$ cat src/rtl/combat_pkg.sv
// Shared definitions for the combat resolver: player state codes, hit flag codes,
// the fight game-state code and the hitbox struct.
package combat_pkg;

    localparam int COORD_W = 10;

    typedef enum logic [3:0] {
        ST_IDLE           = 4'd0,
        ST_MOVEFORWARDS   = 4'd1,
        ST_MOVEBACKWARDS  = 4'd2,
        ST_B_ATTACK_START = 4'd3,
        ST_B_ATTACK_END   = 4'd4,
        ST_B_ATTACK_PULL  = 4'd5,
        ST_D_ATTACK_START = 4'd6,
        ST_D_ATTACK_END   = 4'd7,
        ST_D_ATTACK_PULL  = 4'd8,
        ST_HITSTUN        = 4'd9,
        ST_BLOCKSTUN      = 4'd10
    } pstate_t;

    typedef enum logic [1:0] {
        NOT_HIT   = 2'b00,
        HIT_BASIC = 2'b01,
        HIT_DIR   = 2'b10
    } hitflag_t;

    localparam logic [2:0] GS_FIGHT = 3'd2;

    typedef struct packed {
        logic [COORD_W-1:0] x1;
        logic [COORD_W-1:0] x2;
        logic [COORD_W-1:0] y1;
        logic [COORD_W-1:0] y2;
    } box_t;

endpackage

$ cat src/rtl/combat_resolver_if.sv
// Bundle between the two player FSMs / game-state logic (master) and the
// combat resolver (slave).
interface combat_resolver_if;
    logic [2:0] gamestate;
    logic [3:0] p1_state, p2_state;
    logic [9:0] p1_basic_x1, p1_basic_x2, p1_basic_y1, p1_basic_y2;
    logic [9:0] p2_basic_x1, p2_basic_x2, p2_basic_y1, p2_basic_y2;
    logic [9:0] p1_dir_x1, p1_dir_x2, p1_dir_y1, p1_dir_y2;
    logic [9:0] p2_dir_x1, p2_dir_x2, p2_dir_y1, p2_dir_y2;
    logic [9:0] p1_hurt_x1, p1_hurt_x2, p1_hurt_y1, p1_hurt_y2;
    logic [9:0] p2_hurt_x1, p2_hurt_x2, p2_hurt_y1, p2_hurt_y2;
    logic [1:0] p1_hitflag, p2_hitflag;
    logic [2:0] p1_health, p2_health;
    logic [2:0] p1_block, p2_block;
    logic       p1_ko, p2_ko;

    modport master (
        output gamestate, p1_state, p2_state,
        output p1_basic_x1, p1_basic_x2, p1_basic_y1, p1_basic_y2,
        output p2_basic_x1, p2_basic_x2, p2_basic_y1, p2_basic_y2,
        output p1_dir_x1, p1_dir_x2, p1_dir_y1, p1_dir_y2,
        output p2_dir_x1, p2_dir_x2, p2_dir_y1, p2_dir_y2,
        output p1_hurt_x1, p1_hurt_x2, p1_hurt_y1, p1_hurt_y2,
        output p2_hurt_x1, p2_hurt_x2, p2_hurt_y1, p2_hurt_y2,
        input  p1_hitflag, p2_hitflag, p1_health, p2_health,
        input  p1_block, p2_block, p1_ko, p2_ko
    );

    modport slave (
        input  gamestate, p1_state, p2_state,
        input  p1_basic_x1, p1_basic_x2, p1_basic_y1, p1_basic_y2,
        input  p2_basic_x1, p2_basic_x2, p2_basic_y1, p2_basic_y2,
        input  p1_dir_x1, p1_dir_x2, p1_dir_y1, p1_dir_y2,
        input  p2_dir_x1, p2_dir_x2, p2_dir_y1, p2_dir_y2,
        input  p1_hurt_x1, p1_hurt_x2, p1_hurt_y1, p1_hurt_y2,
        input  p2_hurt_x1, p2_hurt_x2, p2_hurt_y1, p2_hurt_y2,
        output p1_hitflag, p2_hitflag, p1_health, p2_health,
        output p1_block, p2_block, p1_ko, p2_ko
    );
endinterface

$ cat src/rtl/box_overlap.sv
// Inclusive axis-aligned overlap test between two boxes (unsigned coordinates).
module box_overlap
    import combat_pkg::*;
(
    input  box_t a,
    input  box_t b,
    output logic hit
);
    assign hit = (a.x1 <= b.x2) && (b.x1 <= a.x2) &&
                 (a.y1 <= b.y2) && (b.y1 <= a.y2);
endmodule

$ cat src/rtl/combat_resolver.sv
// Resolves hits between the two players each cycle and keeps health, block
// meters and KO. Optional block-meter regeneration under `BLOCK_REGEN_EN.
module combat_resolver
    import combat_pkg::*;
#(
    parameter int MAX_HEALTH = 5,
    parameter int MAX_BLOCK  = 3,
    parameter int BASIC_DMG  = 1,
    parameter int DIR_DMG    = 2
`ifdef BLOCK_REGEN_EN
    , parameter int REGEN_TICKS = 120
`endif
) (
    input  logic               clk,
    input  logic               rst_n,
    combat_resolver_if.slave   cr
);
    // Index 0 is player 1, index 1 is player 2 throughout.
    logic [1:0][3:0] st;
    box_t [1:0]      basic, dir, hurt;

    assign st[0] = cr.p1_state;
    assign st[1] = cr.p2_state;
    assign basic[0] = '{x1: cr.p1_basic_x1, x2: cr.p1_basic_x2, y1: cr.p1_basic_y1, y2: cr.p1_basic_y2};
    assign basic[1] = '{x1: cr.p2_basic_x1, x2: cr.p2_basic_x2, y1: cr.p2_basic_y1, y2: cr.p2_basic_y2};
    assign dir[0]   = '{x1: cr.p1_dir_x1,   x2: cr.p1_dir_x2,   y1: cr.p1_dir_y1,   y2: cr.p1_dir_y2};
    assign dir[1]   = '{x1: cr.p2_dir_x1,   x2: cr.p2_dir_x2,   y1: cr.p2_dir_y1,   y2: cr.p2_dir_y2};
    assign hurt[0]  = '{x1: cr.p1_hurt_x1,  x2: cr.p1_hurt_x2,  y1: cr.p1_hurt_y1,  y2: cr.p1_hurt_y2};
    assign hurt[1]  = '{x1: cr.p2_hurt_x1,  x2: cr.p2_hurt_x2,  y1: cr.p2_hurt_y1,  y2: cr.p2_hurt_y2};

    logic [1:0][1:0] hitflag_q;
    logic [1:0][2:0] health_q, block_q;
    logic [1:0]      ko_q, landed_q;
    logic            fight;

    assign fight = (cr.gamestate == GS_FIGHT);

    // ov_*[g], atk_*[g], live[g] describe player g as attacker;
    // hit[g], blocked[g], *_nxt[g] describe player g as defender.
    logic [1:0]      ov_basic, ov_dir, atk_basic, atk_dir, live, vuln;
    logic [1:0]      hit, blocked, regen_step;
    logic [1:0][2:0] dmg, health_hit, health_nxt, block_nxt;

    for (genvar g = 0; g < 2; g++) begin : g_player
        localparam int A = 1 - g;

        box_overlap u_basic (.a(basic[g]), .b(hurt[A]), .hit(ov_basic[g]));
        box_overlap u_dir   (.a(dir[g]),   .b(hurt[A]), .hit(ov_dir[g]));

        assign atk_basic[g] = (st[g] == ST_B_ATTACK_END);
        assign atk_dir[g]   = (st[g] == ST_D_ATTACK_END);
        assign live[g]      = (atk_basic[g] | atk_dir[g]) & ~landed_q[g];
        assign vuln[g]      = (st[g] != ST_HITSTUN) && (st[g] != ST_BLOCKSTUN);

        assign hit[g] = live[A] & vuln[g] & ~(|ko_q) &
                        (atk_basic[A] ? ov_basic[A] : ov_dir[A]);
        assign blocked[g] = hit[g] && (st[g] == ST_MOVEBACKWARDS) && (block_q[g] != 3'd0);

        assign dmg[g]        = atk_basic[A] ? 3'(BASIC_DMG) : 3'(DIR_DMG);
        assign health_hit[g] = (health_q[g] > dmg[g]) ? health_q[g] - dmg[g] : 3'd0;
        assign health_nxt[g] = (hit[g] && !blocked[g]) ? health_hit[g] : health_q[g];

`ifdef BLOCK_REGEN_EN
        logic [15:0] regen_cnt;
        logic        regen_run;

        assign regen_run     = (block_q[g] < 3'(MAX_BLOCK)) && (st[g] != ST_BLOCKSTUN);
        assign regen_step[g] = regen_run && !blocked[g] && (regen_cnt == 16'(REGEN_TICKS - 1));

        always_ff @(posedge clk or negedge rst_n) begin
            if (!rst_n)                   regen_cnt <= '0;
            else if (!fight || blocked[g]) regen_cnt <= '0;
            else if (regen_run)           regen_cnt <= regen_step[g] ? 16'd0 : regen_cnt + 16'd1;
        end
`else
        assign regen_step[g] = 1'b0;
`endif

        // A consume beats a regen step landing on the same edge.
        assign block_nxt[g] = blocked[g]    ? block_q[g] - 3'd1 :
                              regen_step[g] ? block_q[g] + 3'd1 : block_q[g];
    end

    always_ff @(posedge clk or negedge rst_n) begin
        if (!rst_n) begin
            for (int i = 0; i < 2; i++) begin
                hitflag_q[i] <= NOT_HIT;
                health_q[i]  <= 3'(MAX_HEALTH);
                block_q[i]   <= 3'(MAX_BLOCK);
            end
            ko_q     <= '0;
            landed_q <= '0;
        end else if (!fight) begin
            for (int i = 0; i < 2; i++) begin
                hitflag_q[i] <= NOT_HIT;
                health_q[i]  <= 3'(MAX_HEALTH);
                block_q[i]   <= 3'(MAX_BLOCK);
            end
            ko_q     <= '0;
            landed_q <= '0;
        end else begin
            for (int i = 0; i < 2; i++) begin
                hitflag_q[i] <= hit[i] ? (atk_basic[1-i] ? HIT_BASIC : HIT_DIR) : NOT_HIT;
                health_q[i]  <= health_nxt[i];
                block_q[i]   <= block_nxt[i];
                ko_q[i]      <= (health_nxt[i] == 3'd0);
                // One hit per swing: held until the attacker leaves its END state.
                landed_q[i]  <= (atk_basic[i] | atk_dir[i]) & (landed_q[i] | hit[1-i]);
            end
        end
    end

    assign cr.p1_hitflag = hitflag_q[0];
    assign cr.p2_hitflag = hitflag_q[1];
    assign cr.p1_health  = health_q[0];
    assign cr.p2_health  = health_q[1];
    assign cr.p1_block   = block_q[0];
    assign cr.p2_block   = block_q[1];
    assign cr.p1_ko      = ko_q[0];
    assign cr.p2_ko      = ko_q[1];

endmodule

$ cat src/flat_wrapper.sv
// flat-port wrapper written by rule: the top's interface ports become plain ports
module combat_resolver_flat import combat_pkg::*;
#(
    parameter int MAX_HEALTH = 5,
    parameter int MAX_BLOCK  = 3,
    parameter int BASIC_DMG  = 1,
    parameter int DIR_DMG    = 2

)
  (clk, rst_n, cr_gamestate, cr_p1_state, cr_p2_state, cr_p1_basic_x1, cr_p1_basic_x2, cr_p1_basic_y1, cr_p1_basic_y2, cr_p2_basic_x1, cr_p2_basic_x2, cr_p2_basic_y1, cr_p2_basic_y2, cr_p1_dir_x1, cr_p1_dir_x2, cr_p1_dir_y1, cr_p1_dir_y2, cr_p2_dir_x1, cr_p2_dir_x2, cr_p2_dir_y1, cr_p2_dir_y2, cr_p1_hurt_x1, cr_p1_hurt_x2, cr_p1_hurt_y1, cr_p1_hurt_y2, cr_p2_hurt_x1, cr_p2_hurt_x2, cr_p2_hurt_y1, cr_p2_hurt_y2, cr_p1_hitflag, cr_p2_hitflag, cr_p1_health, cr_p2_health, cr_p1_block, cr_p2_block, cr_p1_ko, cr_p2_ko);
  combat_resolver_if cr_i ();
  input  logic clk;
  input  logic rst_n;
  input wire logic [$bits(cr_i.gamestate)-1:0] cr_gamestate;
  input wire logic [$bits(cr_i.p1_state)-1:0] cr_p1_state;
  input wire logic [$bits(cr_i.p2_state)-1:0] cr_p2_state;
  input wire logic [$bits(cr_i.p1_basic_x1)-1:0] cr_p1_basic_x1;
  input wire logic [$bits(cr_i.p1_basic_x2)-1:0] cr_p1_basic_x2;
  input wire logic [$bits(cr_i.p1_basic_y1)-1:0] cr_p1_basic_y1;
  input wire logic [$bits(cr_i.p1_basic_y2)-1:0] cr_p1_basic_y2;
  input wire logic [$bits(cr_i.p2_basic_x1)-1:0] cr_p2_basic_x1;
  input wire logic [$bits(cr_i.p2_basic_x2)-1:0] cr_p2_basic_x2;
  input wire logic [$bits(cr_i.p2_basic_y1)-1:0] cr_p2_basic_y1;
  input wire logic [$bits(cr_i.p2_basic_y2)-1:0] cr_p2_basic_y2;
  input wire logic [$bits(cr_i.p1_dir_x1)-1:0] cr_p1_dir_x1;
  input wire logic [$bits(cr_i.p1_dir_x2)-1:0] cr_p1_dir_x2;
  input wire logic [$bits(cr_i.p1_dir_y1)-1:0] cr_p1_dir_y1;
  input wire logic [$bits(cr_i.p1_dir_y2)-1:0] cr_p1_dir_y2;
  input wire logic [$bits(cr_i.p2_dir_x1)-1:0] cr_p2_dir_x1;
  input wire logic [$bits(cr_i.p2_dir_x2)-1:0] cr_p2_dir_x2;
  input wire logic [$bits(cr_i.p2_dir_y1)-1:0] cr_p2_dir_y1;
  input wire logic [$bits(cr_i.p2_dir_y2)-1:0] cr_p2_dir_y2;
  input wire logic [$bits(cr_i.p1_hurt_x1)-1:0] cr_p1_hurt_x1;
  input wire logic [$bits(cr_i.p1_hurt_x2)-1:0] cr_p1_hurt_x2;
  input wire logic [$bits(cr_i.p1_hurt_y1)-1:0] cr_p1_hurt_y1;
  input wire logic [$bits(cr_i.p1_hurt_y2)-1:0] cr_p1_hurt_y2;
  input wire logic [$bits(cr_i.p2_hurt_x1)-1:0] cr_p2_hurt_x1;
  input wire logic [$bits(cr_i.p2_hurt_x2)-1:0] cr_p2_hurt_x2;
  input wire logic [$bits(cr_i.p2_hurt_y1)-1:0] cr_p2_hurt_y1;
  input wire logic [$bits(cr_i.p2_hurt_y2)-1:0] cr_p2_hurt_y2;
  output wire logic [$bits(cr_i.p1_hitflag)-1:0] cr_p1_hitflag;
  output wire logic [$bits(cr_i.p2_hitflag)-1:0] cr_p2_hitflag;
  output wire logic [$bits(cr_i.p1_health)-1:0] cr_p1_health;
  output wire logic [$bits(cr_i.p2_health)-1:0] cr_p2_health;
  output wire logic [$bits(cr_i.p1_block)-1:0] cr_p1_block;
  output wire logic [$bits(cr_i.p2_block)-1:0] cr_p2_block;
  output wire logic [$bits(cr_i.p1_ko)-1:0] cr_p1_ko;
  output wire logic [$bits(cr_i.p2_ko)-1:0] cr_p2_ko;
  assign cr_i.gamestate = cr_gamestate;
  assign cr_i.p1_state = cr_p1_state;
  assign cr_i.p2_state = cr_p2_state;
  assign cr_i.p1_basic_x1 = cr_p1_basic_x1;
  assign cr_i.p1_basic_x2 = cr_p1_basic_x2;
  assign cr_i.p1_basic_y1 = cr_p1_basic_y1;
  assign cr_i.p1_basic_y2 = cr_p1_basic_y2;
  assign cr_i.p2_basic_x1 = cr_p2_basic_x1;
  assign cr_i.p2_basic_x2 = cr_p2_basic_x2;
  assign cr_i.p2_basic_y1 = cr_p2_basic_y1;
  assign cr_i.p2_basic_y2 = cr_p2_basic_y2;
  assign cr_i.p1_dir_x1 = cr_p1_dir_x1;
  assign cr_i.p1_dir_x2 = cr_p1_dir_x2;
  assign cr_i.p1_dir_y1 = cr_p1_dir_y1;
  assign cr_i.p1_dir_y2 = cr_p1_dir_y2;
  assign cr_i.p2_dir_x1 = cr_p2_dir_x1;
  assign cr_i.p2_dir_x2 = cr_p2_dir_x2;
  assign cr_i.p2_dir_y1 = cr_p2_dir_y1;
  assign cr_i.p2_dir_y2 = cr_p2_dir_y2;
  assign cr_i.p1_hurt_x1 = cr_p1_hurt_x1;
  assign cr_i.p1_hurt_x2 = cr_p1_hurt_x2;
  assign cr_i.p1_hurt_y1 = cr_p1_hurt_y1;
  assign cr_i.p1_hurt_y2 = cr_p1_hurt_y2;
  assign cr_i.p2_hurt_x1 = cr_p2_hurt_x1;
  assign cr_i.p2_hurt_x2 = cr_p2_hurt_x2;
  assign cr_i.p2_hurt_y1 = cr_p2_hurt_y1;
  assign cr_i.p2_hurt_y2 = cr_p2_hurt_y2;
  assign cr_p1_hitflag = cr_i.p1_hitflag;
  assign cr_p2_hitflag = cr_i.p2_hitflag;
  assign cr_p1_health = cr_i.p1_health;
  assign cr_p2_health = cr_i.p2_health;
  assign cr_p1_block = cr_i.p1_block;
  assign cr_p2_block = cr_i.p2_block;
  assign cr_p1_ko = cr_i.p1_ko;
  assign cr_p2_ko = cr_i.p2_ko;
  combat_resolver #(.MAX_HEALTH(MAX_HEALTH), .MAX_BLOCK(MAX_BLOCK), .BASIC_DMG(BASIC_DMG), .DIR_DMG(DIR_DMG)) u_core (.clk(clk), .rst_n(rst_n), .cr(cr_i));
endmodule
$ cat config.mk
export PLATFORM = sky130hd
export DESIGN_NAME = combat_resolver_flat
export DESIGN_NICKNAME = d
export VERILOG_FILES = /design/src/rtl/combat_pkg.sv /design/src/rtl/combat_resolver_if.sv /design/src/rtl/box_overlap.sv /design/src/rtl/combat_resolver.sv /design/src/flat_wrapper.sv
export SDC_FILE = /design/constraint.sdc
export NUM_CORES = 1
export LEC_CHECK = 0
export CAP_MARGIN = 25
export CORE_ASPECT_RATIO = 2
export CORE_UTILIZATION = 38
export CTS_CLUSTER_DIAMETER = 100
export DETAILED_ROUTE_END_ITERATION = 6
export GPL_TIMING_DRIVEN = 0
export PLACE_DENSITY_LB_ADDON = 0.08
export SETUP_SLACK_MARGIN = 0.02
export SYNTH_ARGS = -nofsm -noshare
export SYNTH_HDL_FRONTEND = slang
export SYNTH_HIERARCHICAL = 1
export SYNTH_SLANG_ARGS = --single-unit
export TNS_END_PERCENT = 30
$ cat constraint.sdc
create_clock -name clk -period 1.8 [get_ports clk]
set_clock_uncertainty 0.05 [all_clocks]
set_input_delay 0.36 -clock clk [delete_from_list [all_inputs] [get_ports clk]]
set_output_delay 0.36 -clock clk [all_outputs]
set_load 0.02 [all_outputs]
# Word-level counts from Yosys, hierarchy flattened
# Cells that the tools add are included.
dict set report op_classes {
  addsub 4
  magnitude_cmp 18
  n_eq_ne 13
  n_mux 19
  n_bitwise 17
  reduce_logical 27
}
# operator count
set op_table {}
lappend op_table {{$le 10x10->1} 16}
lappend op_table {{$logic_and 1x1->1} 20}
lappend op_table {{$mux 3} 6}
lappend op_table {{$eq 4x3->1 const B} 4}
lappend op_table {{$mux 2} 8}
lappend op_table {{$ne 4x4->1 const B} 4}
lappend op_table {{$mux 6} 2}
lappend op_table {{$and 1x1->1} 10}
lappend op_table {{$eq 4x2->1 const B} 2}
lappend op_table {{$gt 3x3->1} 2}
lappend op_table {{$logic_not 3->1} 2}
lappend op_table {{$reduce_bool 3->1} 2}
lappend op_table {{$sub 3x1->3 const B} 2}
lappend op_table {{$sub 3x3->3} 2}
lappend op_table {{$mux 4} 1}
lappend op_table {{$ne 2x2->1 const B} 2}
lappend op_table {{$or 1x1->1} 4}
lappend op_table {{$eq 3x2->1 const B} 1}
lappend op_table {{$not 1->1} 3}
lappend op_table {{$logic_not 1->1} 2}
lappend op_table {{$mux 1} 2}
lappend op_table {{$reduce_or 2->1} 1}
dict set report word_totals {
  ff_bits 20
  input_bits 253
  elab_cells 106
}

# Logic depth before layout (Yosys ltp)
dict set report depth {
  ltp_word 13
  ltp_mapped 12
}

# By module
# The synthesis kept the hierarchy.
# mod instances cells_per_inst area_per_inst_um2 seq_area_each_um2
set by_module_without_submodules {}
lappend by_module_without_submodules {box_overlap 4 143 1034.7 0.0}
lappend by_module_without_submodules {combat_resolver 1 132 1306.3 510.5}

# Worst setup path after synthesis
# No wires, ideal clock.
dict set report synth_path {
  path_kind {input to register}
  from {in cr_p2_basic_x2[7]}
  to {reg u_core.health_q (netlist bit u_core/cr.p1_health[2])}
  arrival_time_ns 2.775
  required_time_ns 1.686
  setup_slack_ns -1.089
  cell_stages 11
  cell_sequence {inv_1 -> ha_1 -> a211oi_2 -> nor2_1 -> o41ai_2 -> o2111a_1 -> or3b_4 -> a32oi_4 -> nand3b_4 -> or4b_1 -> nand3_1}
}
dict set report synth_between {
  elab_chain_len 12
}
# item line
set synth_lines {}
lappend synth_lines {{from (decl)} flat_wrapper.sv:22} ;# input wire logic [$bits(cr_i.p2_basic_x2)-1:0] cr_p2_basic_x2;
lappend synth_lines {{$le 10x10->1 *} box_overlap.sv:9} ;# assign hit = (a.x1 <= b.x2) && (b.x1 <= a.x2) &&
lappend synth_lines {{$logic_and 1x1->1 * (2 in series)} box_overlap.sv:9}
lappend synth_lines {{$logic_and 1x1->1 *} box_overlap.sv:10} ;# (a.y1 <= b.y2) && (b.y1 <= a.y2);
lappend synth_lines {{named net u_core.ov_basic[1]} combat_resolver.sv:40} ;# logic [1:0] ov_basic, ov_dir, atk_basic, atk_dir, live, vuln;
lappend synth_lines {{$mux 1 *} combat_resolver.sv:56} ;# (atk_basic[A] ? ov_basic[A] : ov_dir[A]);
lappend synth_lines {{$and 1x1->1 *} combat_resolver.sv:55} ;# assign hit[g] = live[A] & vuln[g] & ~(|ko_q) &
lappend synth_lines {{$logic_and 1x1->1 (2 in series)} combat_resolver.sv:57} ;# assign blocked[g] = hit[g] && (st[g] == ST_MOVEBACKWARDS) && (block_q[g] != 3'd0);
lappend synth_lines {{$logic_not 1->1} combat_resolver.sv:61} ;# assign health_nxt[g] = (hit[g] && !blocked[g]) ? health_hit[g] : health_q[g];
lappend synth_lines {{$logic_and 1x1->1 *} combat_resolver.sv:61}
lappend synth_lines {{$mux 3 *} combat_resolver.sv:61}
lappend synth_lines {{$mux 6 *} combat_resolver.sv:93} ;# end else if (!fight) begin
lappend synth_lines {{to (signal, indexed assignment)} combat_resolver.sv:88} ;# health_q[i] <= 3'(MAX_HEALTH);
lappend synth_lines {{to (signal, indexed assignment)} combat_resolver.sv:96} ;# health_q[i] <= 3'(MAX_HEALTH);
lappend synth_lines {{to (signal, indexed assignment)} combat_resolver.sv:104} ;# health_q[i] <= health_nxt[i];
lappend synth_lines {{to (decl)} combat_resolver.sv:32} ;# logic [1:0][2:0] health_q, block_q;
# The timed path passes the listed nets; every way through them passes the cells marked *.
# A chain may end at the register's enable or synchronous reset.

# Final worst setup path
dict set report layout_path {
  from {in cr_p2_hurt_x1[7]}
  to {reg u_core.health_q (netlist bit u_core/cr.p2_health[1])}
}
dict set report layout_between {
  elab_chain_len 12
}
# item line
set layout_lines {}
lappend layout_lines {{from (decl)} flat_wrapper.sv:37} ;# input wire logic [$bits(cr_i.p2_hurt_x1)-1:0] cr_p2_hurt_x1;
lappend layout_lines {{$le 10x10->1 *} box_overlap.sv:9}
lappend layout_lines {{$logic_and 1x1->1 * (2 in series)} box_overlap.sv:9}
lappend layout_lines {{$logic_and 1x1->1 *} box_overlap.sv:10}
lappend layout_lines {{named net u_core.ov_basic[0]} combat_resolver.sv:40}
lappend layout_lines {{$mux 1 *} combat_resolver.sv:56}
lappend layout_lines {{$and 1x1->1 *} combat_resolver.sv:55}
lappend layout_lines {{$logic_and 1x1->1 (2 in series)} combat_resolver.sv:57}
lappend layout_lines {{$logic_not 1->1} combat_resolver.sv:61}
lappend layout_lines {{$logic_and 1x1->1 *} combat_resolver.sv:61}
lappend layout_lines {{$mux 3 *} combat_resolver.sv:61}
lappend layout_lines {{$mux 6 *} combat_resolver.sv:93}
# Marks and branches as above.

==> impl_metrics.json <==
{
  "outcome": "finished with violations",
  "violations": "negative setup slack",
  "fin_area_um2": 9990,
  "period_needed_ns": 2.94,
  "start_util_pct": 39.0,
  "port_buffers": 270,
  "vias": 6190,
  "maxCapViolCount": 0,
  "die-area_um2": 14800,
  "clk_latency_ns": 0.25,
  "yosysSeqAreaShare_pct": 9.38,
  "grt_pass1_wl_um": 29400,
  "crit_end": "u_core/cr.p2_health[1]",
  "synth_top_area_share_pct": 38.6,
  "synth_area_leaders": "ha_1 39%, inv_1 14%, a21oi_1 5.9%",
  "clockRootBuffer": "clkbuf_16",
  "synth_cells": 704,
  "grt_pass1_vias": 6578,
  "syn_area_um2": 5450,
  "path_class": "input pin to flip-flop",
  "antenna_found_initial": 8,
  "met1_usage_pct": 23.1,
  "ys_async_sr_fraction_pct": 100,
  "nets": 1427,
  "top_usage_layer": "met2",
  "synth.most_common_cell": "inv_1",
  "setup_viol": 20,
  "worst_slack_ns": -1.14,
  "dp_hpwl_um": 15300,
  "cts_sinks": 20,
  "holdCritPathClass": "flip-flop to flip-flop",
  "clk_pin_slew_ns": 0.06,
  "synth_top_cell_by_area": "ha_1",
  "dpl_cell_area_um2": 8730,
  "use_met2_pct": 52.0,
  "grt_overflow": 0,
  "wire_per_inst_um": 16.2,
  "firstDrtPassIters": 4,
  "syn_nets": 1127,
  "ir_worst_vdd_v": 0.000748,
  "drtAntennaViolNets": 0,
  "place.gp.congestion": 0.896,
  "cts_tree": "built",
  "setup-tns-final_ns": -19.64,
  "area_delta_synth_final_pct": 83.4,
  "rsz0062_at_grt": "yes",
  "r2r_cells": 4,
  "ys_seq_elements": 20,
  "p_per_area_nw_per_um2": 298,
  "r2r_start": "u_core/ko_q[1]",
  "cts_buffers": 3,
  "dp_slack_ns": -1.96,
  "hold_violations": 0,
  "crit_required_ns": 1.93,
  "cp.arrival_ns": 3.07,
  "p_leak_nw": 4.66,
  "yosys_warnings": 6,
  "fp.dieW_um": 86.6,
  "die_y_um": 171,
  "ios": 271,
  "rows": 61,
  "yosys.cell_types.count": 44,
  "synth_edf_count": 0,
  "r2r_slack_ns": -0.28,
  "crit_fanout": 5,
  "cp-start-kind": "input pin",
  "endpoint_kind": "flip-flop",
  "drive_above_1_share_pct": 42.7,
  "post-route-util_pct": 71.5,
  "avgSynthCellArea_um2": 7.73,
  "drcViolationCount": 0,
  "routed_wl_um": 19400,
  "use_met3_pct": 4.65,
  "grt_usage_pct": 24.9,
  "vias_per_cell": 5.16,
  "clockBufferDepth": 2,
  "worst_pin_slew_ns": 0.917,
  "clock.fmax_ghz": 0.340,
  "slew_viol_final": 0,
  "core_um2": 14000,
  "drt_iter0_drc": 135,
  "htree_levels": 1,
  "relSlewSlack_pct": 38.7,
  "fin_crit_sh_pct": 163,
  "total_power_mw": 2.98,
  "r2r_end": "u_core/cr.p2_health[1]",
  "synth_commonest_cells": "205 x inv_1, 168 x ha_1, 64 x a21oi_1, 34 x nand4_1, 31 x nand3_1",
  "hp-start": "u_core/cr.p2_block[1]",
  "ys.flop_type": "dfrtp_1",
  "cp-startpoint": "cr_p2_hurt_x1[7]",
  "hold_buffers": 0,
  "grt_max_degree": 21
}
==> logic make-up (layout without fill, tap and decap cells) <==
| logic type | after synthesis | in the layout | synth area share (%) |
|---|---|---|---|
| and+or+nand+nor | 158 | 158 | 15.9 |
| other | 0 | 8 | 0 |
| DFF | 20 | 20 | 9.38 |
| adders and majority gates | 170 | 170 | 39.3 |
| AOI/OAI and AO/OA | 143 | 143 | 20.1 |
| buffers and inverters | 206 | 505 | 14.2 |
| xor gates and xnor gates | 7 | 7 | 1.13 |
==> power by group <==
group          internal [mW]  total [mW]  switching (mW)
Clock                  0.441       0.611           0.170
Combinational           1.04        1.91           0.875
Sequential             0.451       0.452        0.000805
==> stage by stage <==
step	hold WS (ns)	cells
floorplan	0.0144	704
global placement	0.451	1163
detailed placement	0.454	1164
CTS	0.460	1188
global route	0.482	1200
finish	0.455	1200
==> layout by cell type (no fill, tap or decap), types with 12 or more instances in the layout <==
cell type        Yosys  layout
a21o_1              12      12
a21oi_1             64      23
a21oi_2              0      37
buf_2                0      46
buf_4                0      22
buf_6                0      20
clkbuf_2             0      15
clkdlybuf4s15_1      0      21
clkdlybuf4s50_1      0      71
dfrtp_1             12      12
dlygate4sd2_1        0      84
ha_1               168      66
ha_2                 0      14
ha_4                 0      88
inv_1              205     126
inv_2                0      70
nand2_1             19      19
nand3_1             31      17
nand3_2              1      13
nand4_1             34      34
nor2_1              30      26
nor3_2               0      16
==> worst min-delay path by stage <==
stage,cells after the start,slack (ns),end
floorplan,0,0.01,u_core/cr.p1_block[2]
global placement,2,0.45,u_core/cr.p2_block[1]
detailed placement,2,0.45,u_core/cr.p2_block[1]
CTS,2,0.46,u_core/cr.p2_block[1]
global route,2,0.48,u_core/cr.p2_block[1]
finish,2,0.45,u_core/cr.p2_block[1]
==> state kept, by name, indices dropped and copies added, names as in the netlist <==
| register | cells |
|---|---|
| u_core/cr.p1_block | 3 |
| u_core/cr.p1_health | 3 |
| u_core/cr.p1_hitflag | 2 |
| u_core/cr.p2_block | 3 |
| u_core/cr.p2_health | 3 |
| u_core/cr.p2_hitflag | 2 |
| u_core/ko_q | 2 |
| u_core/landed_q | 2 |
==> worst max-delay path: stages <==
cell and delay [ns]:
buf_2 0.13, ha_4 0.22, a211oi_2 0.25, nor2_2 0.08, o41ai_4 0.42, o2111a_1 0.26
or3b_4 0.39, a32oi_4 0.27, nand3_4 0.14, or3b_1 0.41, a21oi_1 0.12
==> repair_timing <==
action / 4_1_cts / 5_1_grt
pin swaps: 210 / 56
setup buffers: 20 / 4
setup endpoints to repair: 30 / 21
gates resized for setup: 654 / 63
==> metal layers <==
layer  up-vias  wire length (um)
met4         0               541
met5         -                 0
met1      2881              6290
met3        36              1250
met2       220             11300
li1       3053                 -
==> cell type report <==
cell class                 instances  area (um2)
antenna                            8        20.0
timing repair buffer             295        2540
sequential                        20         510
clock inverter                     1        30.0
buffer                             1        3.75
clock buffer                       3        75.1
multi-input combinational        478        5780
inverter                         205         792
tap                              189         236
fill                            1128        3980
(Power assumes the default switching activity.)
